--- src/rtl/prio_encoder_rr.sv ---
// Registered priority / round-robin encoder with valid/ready handshake.
// Ports: clk, rst_n (async low), in_valid/in_ready/in_req (N-bit request),
//   out_valid/out_ready, out_idx (W-bit index), out_onehot, out_multi.
//   With PRIO_ENC_STAT_EN: stat_multi, stat_zero (16-bit saturating).
// Params: N (power of two, >= 2), MODE (0 fixed LSB-first, 1 round-robin).
module prio_encoder_rr #(
   parameter int N    = 8,
   parameter int MODE = 0,
   localparam int W   = $clog2(N)
) (
   input  logic         clk,
   input  logic         rst_n,
   input  logic         in_valid,
   output logic         in_ready,
   input  logic [N-1:0] in_req,
   output logic         out_valid,
   input  logic         out_ready,
   output logic [W-1:0] out_idx,
   output logic [N-1:0] out_onehot,
   output logic         out_multi
`ifdef PRIO_ENC_STAT_EN
   ,
   output logic [15:0]  stat_multi,
   output logic [15:0]  stat_zero
`endif
);

   localparam logic [W-1:0] ONE_W = 1;
   localparam logic [N-1:0] ONE_N = 1;

   logic         valid_q, valid_d;
   logic [W-1:0] idx_q, idx_d;
   logic [N-1:0] oh_q, oh_d;
   logic         multi_q, multi_d;
   logic [W-1:0] ptr_q, ptr_d;

   logic         accept;
   logic         nonzero;
   logic         found;
   logic [W-1:0] start;
   logic [W-1:0] cand;
   logic [W-1:0] sel_idx;
   logic         multi_hot;

   assign in_ready = !valid_q || out_ready;
   assign accept   = in_valid && in_ready;
   assign nonzero  = |in_req;

   // Clearing the lowest set bit leaves something only if >= 2 bits set.
   assign multi_hot = (in_req & (in_req - ONE_N)) != '0;

   // Fixed mode is round-robin with the search origin pinned at 0.
   assign start = (MODE == 1) ? ptr_q : '0;

   always_comb begin
      found   = 1'b0;
      sel_idx = '0;
      cand    = '0;
      for (int i = 0; i < N; i++) begin
         // W-bit add wraps the search modulo N.
         cand = start + i[W-1:0];
         if (!found && in_req[cand]) begin
            found   = 1'b1;
            sel_idx = cand;
         end
      end
   end

   always_comb begin
      valid_d = valid_q;
      idx_d   = idx_q;
      oh_d    = oh_q;
      multi_d = multi_q;
      ptr_d   = ptr_q;
      if (accept && nonzero) begin
         valid_d = 1'b1;
         idx_d   = sel_idx;
         oh_d    = ONE_N << sel_idx;
         multi_d = multi_hot;
         ptr_d   = sel_idx + ONE_W;
      end else if (out_ready) begin
         valid_d = 1'b0;
      end
   end

   always_ff @(posedge clk or negedge rst_n) begin
      if (!rst_n) begin
         valid_q <= 1'b0;
         idx_q   <= '0;
         oh_q    <= '0;
         multi_q <= 1'b0;
         ptr_q   <= '0;
      end else begin
         valid_q <= valid_d;
         idx_q   <= idx_d;
         oh_q    <= oh_d;
         multi_q <= multi_d;
         ptr_q   <= ptr_d;
      end
   end

   assign out_valid  = valid_q;
   assign out_idx    = idx_q;
   assign out_onehot = oh_q;
   assign out_multi  = multi_q;

`ifdef PRIO_ENC_STAT_EN
   logic [15:0] smulti_q, smulti_d;
   logic [15:0] szero_q, szero_d;

   always_comb begin
      smulti_d = smulti_q;
      szero_d  = szero_q;
      if (accept && nonzero && multi_hot && smulti_q != 16'hFFFF)
         smulti_d = smulti_q + 16'd1;
      if (accept && !nonzero && szero_q != 16'hFFFF)
         szero_d = szero_q + 16'd1;
   end

   always_ff @(posedge clk or negedge rst_n) begin
      if (!rst_n) begin
         smulti_q <= '0;
         szero_q  <= '0;
      end else begin
         smulti_q <= smulti_d;
         szero_q  <= szero_d;
      end
   end

   assign stat_multi = smulti_q;
   assign stat_zero  = szero_q;
`endif

endmodule

--- config.mk ---
export PLATFORM = sky130hd
export DESIGN_NAME = prio_encoder_rr
export DESIGN_NICKNAME = d
export VERILOG_FILES = /design/src/rtl/prio_encoder_rr.sv
export SDC_FILE = /design/constraint.sdc
export NUM_CORES = 1
export LEC_CHECK = 0
export ABC_AREA = 1
export CORE_MARGIN = 2
export CORE_UTILIZATION = 40
export CTS_BUF_LIST = sky130_fd_sc_hd__clkbuf_8 sky130_fd_sc_hd__clkbuf_16
export DETAILED_ROUTE_END_ITERATION = 12
export PLACE_DENSITY = 0.73
export SYNTH_ARGS = -nofsm -noshare
export SYNTH_HDL_FRONTEND = slang
export SYNTH_SLANG_ARGS = --single-unit
export TNS_END_PERCENT = 100
--- constraint.sdc ---
create_clock -name clk -period 2.2 [get_ports clk]
set_input_delay 0.22 -clock clk [delete_from_list [all_inputs] [get_ports clk]]
set_output_delay 0.22 -clock clk [all_outputs]
set_load 0.03 [all_outputs]
# After elaboration in Yosys (flattened, before gate mapping)
# Index checks and enable logic that the tools add are counted.
# totals
ff_bits	13
wordCells	44
# classes
addsub	1
shift	1
mux	16
n_bitwise	1
reduce_logical	21
# ops
operator	count
3-bit 2-to-1 mux	4
1-bit 2-to-1 mux	10
1-bit logical AND	9
8-bit AND	1
1-bit logical NOT	8
8-bit nonzero test	1
8-bit OR reduction	1
1-bit by 3-bit << shifter with 8-bit output (first input constant)	1
8-bit by 1-bit subtractor with 8-bit output (second input constant)	1
2-bit 2-to-1 mux	2
2-bit nonzero test	1
1-bit logical OR	1

# Longest topological paths before layout
# logic_depth
depth_word	23
depth_mapped	8

# Worst setup path before layout
# No wires, ideal clock.
# synth_path
kind	register -> register
start	register valid_q (netlist: out_valid)
end	register oh_q[2] (netlist: out_onehot[2])
setup_ns	0.127
t_arrival_ns	1.327
required_ns	2.073
slack_ns	0.746
stages_incl_launch_ff	7
path_cell_list	dfrtp_1 -> nand2_1 -> nand2_1 -> o21bai_4 -> buf_6 -> nand2_1 -> o31ai_1
# synth_via
elab_chain_len	4
# synth_rtl
element	line_no	source
from (decl)	31	logic valid_q, valid_d;
from (signal assigned)	94	valid_q <= valid_d;
1-bit logical NOT	45	assign in_ready = !valid_q || out_ready;
1-bit logical OR	45	
net in_ready	14	output logic in_ready,
1-bit logical AND	46	assign accept = in_valid && in_ready;
1-bit logical AND	75	if (accept && nonzero) begin
to (signal assigned)	96	oh_q <= oh_d;
to (decl)	33	logic [N-1:0] oh_q, oh_d;
# The timed path passes the listed nets, and every way through them passes these cells.
# A chain may end at the register's enable or synchronous reset.

# Worst setup path in the final report
# layout_path
start	input out_ready
end	output in_ready
# layout_via
elab_chain_len	1
# layout_rtl
element	line_no	source
from (decl)	17	input logic out_ready,
1-bit logical OR	45	
to (decl)	14	
# Every way passes these cells.

==> results.cfg <==
[run_status]
status = finished, final reports clean

[sta]
fin_ws_ns = 0.516
maxSlewViolCount = 0
fmax_mhz = 594
setup_viol = 0
fin_crit_ns = 1.68
fin_skew_ns = 0.00221
hold_ws_ns = 0.348
worst_pin_slew_ns = 0.582
rsz0062_at_grt = no
finalSetupTns_ns = 0
relSlewSlack_pct = 61.1
hold_violations = 0
period_share_pct = 76.6

[power]
irDropWorstVdd_mv = 0.310
clockPowerShare_pct = 31.8
power_frac_comb_pct = 27.6
p_int_w = 0.000459
cellPowerDensity_nw_per_um2 = 635
pwr-share-seq_pct = 40.7
swShare_pct = 31.0
finalPower_w = 0.000666
leakage_nw = 0.538
switchingPower_w = 0.000206

[placement]
placed_cell_area_um2 = 1000
dpl.hpwl_um = 1280
routabilityCongestion = 0.844
numPortBuffers = 25
dp_slack_ns = 0.475

[cells_and_area]
stdcell_area_um2 = 1050
syn_to_final_growth_pct = 44.6
n_antenna_cell = 0
drive_gt1_share_pct = 6.98
final_nets = 142

[worst_setup_path]
worstReg2RegEnd = out_idx[0]
arrival_ns = 1.46
reg2reg_from = out_valid
critical_path.slowest_cell = clkdlybuf4s50_1
path_buf_inv = 3
cp_common_cell = clkdlybuf4s50_1
slowest_delay_ns = 0.67
worstPathMaxFanout = 3
cp-start-kind = input port
reg2reg_setup_slack_ns = 1.03
end_kind = output pin
critPathKind = input port to output pin
cp_data_required_time_ns = 1.98
critPathTopFamily = buffers and inverters
rr_worst_depth = 6
path_cells = clkdlybuf4s50_1 -> inv_1 -> nand2_1 -> clkdlybuf4s50_1

[die]
core_area_um2 = 1710
std_cell_rows = 15
start_util_pct = 42.4
fp.dieW_um = 46.6
io_pins = 26
die_h_um = 46.6
die_area_um2 = 2170

[detailed_routing]
wirelength_um = 1650
drt_iter0_drc = 22
via_per_inst = 4.67
antenna_left = 0
wl_per_cell_um = 10.7
vias = 719
drt_first_pass_iters = 4
drc = 0

[clock_network]
numCtsBuffers = 3
cts-root-buf = clkbuf_8
cts.sinks = 13
cts_htree_levels = 1
hold_buffers = 0
insertion_delay_ns = 0.24
cts.path.max_buffers = 2
cts_resized = 0
cts_setup_buffers = 0
clk_pin_slew_worst_paths_ns = 0.06
cts_tree = yes

[yosys]
ys_types = 14
yosysWarnings = 0
synth_area_um2 = 724
synth_top_area_cell = dfrtp_1
syn_nets = 112
ys_ff_latch = 13
synth.top_cell.area_share_pct = 44.9
ys_seq_area_share_pct = 44.9
postSynthAreaPerCell_um2 = 7.24
synth_cells = 100
synth.area.top_cells = dfrtp_1, nand2_1, nor2_1

[flow_run]
max_cap_viol_count = 0

[worst_hold_path]
hp-class = input port to asynchronous set/reset pin

[grt]
grt_start_max_net_pins = 15
grt_pass1_wl_um = 2610
grt_overflow = 0
grt_usage_pct = 17.5
grt_pass1_vias = 624
antenna_found_initial = 0
cell usage in the layout, fill, tap and decap left out:
master	instances
or2_0	1
o21ai_1	1
nor2_1	12
nand2_1	44
dfrtp_1	13
inv_2	1
o21ai_0	6
o21bai_4	1
clkdlybuf4s50_1	25
nor2_4	2
buf_4	1
inv_1	11
nand2_4	1
nand3_1	4
o31ai_1	3
clkbuf_8	3
sequential cells by signal, summed over array words and instances (netlist names):
register    flops
out_onehot      8
out_idx         3
out_multi       1
out_valid       1
Yosys cell counts:
cell      count
o21ai_0       6
o21ai_1       1
o21bai_4      1
nor2_4        2
inv_2         1
or2_0         1
nand2_4       1
inv_1        10
o31ai_1       3
buf_6         1
nand3_1       4
dfrtp_1      13
nor2_1       12
nand2_1      44
per-stage QoR:
step / std cells / util (%)
4_1_cts: 154 / 61.3
5_1_grt: 154 / 61.3
3_3_place_gp: 150 / 58.7
3_5_place_dp: 150 / 58.7
6_report: 154 / 61.3
2_1_floorplan: 100 / -
routing by layer:
| layer | wire (um) | global-route usage [%] | vias to the layer above | part of all wire (%) |
|---|---|---|---|---|
| met5 | 0 | 0 | - | 0 |
| met4 | 0 | 6.86 | 0 | 0 |
| met3 | 99 | 3.53 | 0 | 6.0 |
| met2 | 814 | 29.7 | 32 | 49 |
| met1 | 740 | 21.4 | 317 | 45 |
| li1 | - | - | 370 | - |
power by group through the flow:
stage	Clock [W]	Sequential, W	Combinational, W
2_1_floorplan	0	0.000315	0.0000579
3_3_place_gp	0	0.000274	0.000182
3_5_place_dp	0	0.000275	0.000184
4_1_cts	0.000215	0.000271	0.000185
5_1_grt	0.000225	0.000273	0.000200
6_report	0.000212	0.000271	0.000183
worst max path at each step:
stage,from,to,depth (start not counted)
floorplan,out_valid,out_onehot[2],6
global placement,in_req[2],out_idx[0],7
CTS,out_ready,in_ready,4
finish,out_ready,in_ready,4
detailed placement,in_req[0],out_idx[0],7
global route,out_ready,in_ready,4
worst reg2reg max path, stage by stage, from the launching register on:
cell      delay, ns
dfrtp_1        0.37
nand2_1        0.10
nand2_1        0.06
o21bai_4       0.23
buf_4          0.19
nand2_1        0.06
nand2_1        0.05
logic make-up after synthesis:
family / synth area share [%]
AND/OR/NAND/NOR: 37.3
flip-flops: 44.9
AO/OA/AOI/OAI: 10.5
buffers and inverters: 7.25
final cells by class:
cell class              count  area [um2]
multi-input cells          75         347
flip-flops and latches     13         325
clock inverters             1        3.75
inverters                  11        41.3
repair buffers             26         258
well taps                  25        31.3
fillers                   146         661
clock buffers               3        41.3
(Power assumes the default switching activity.)
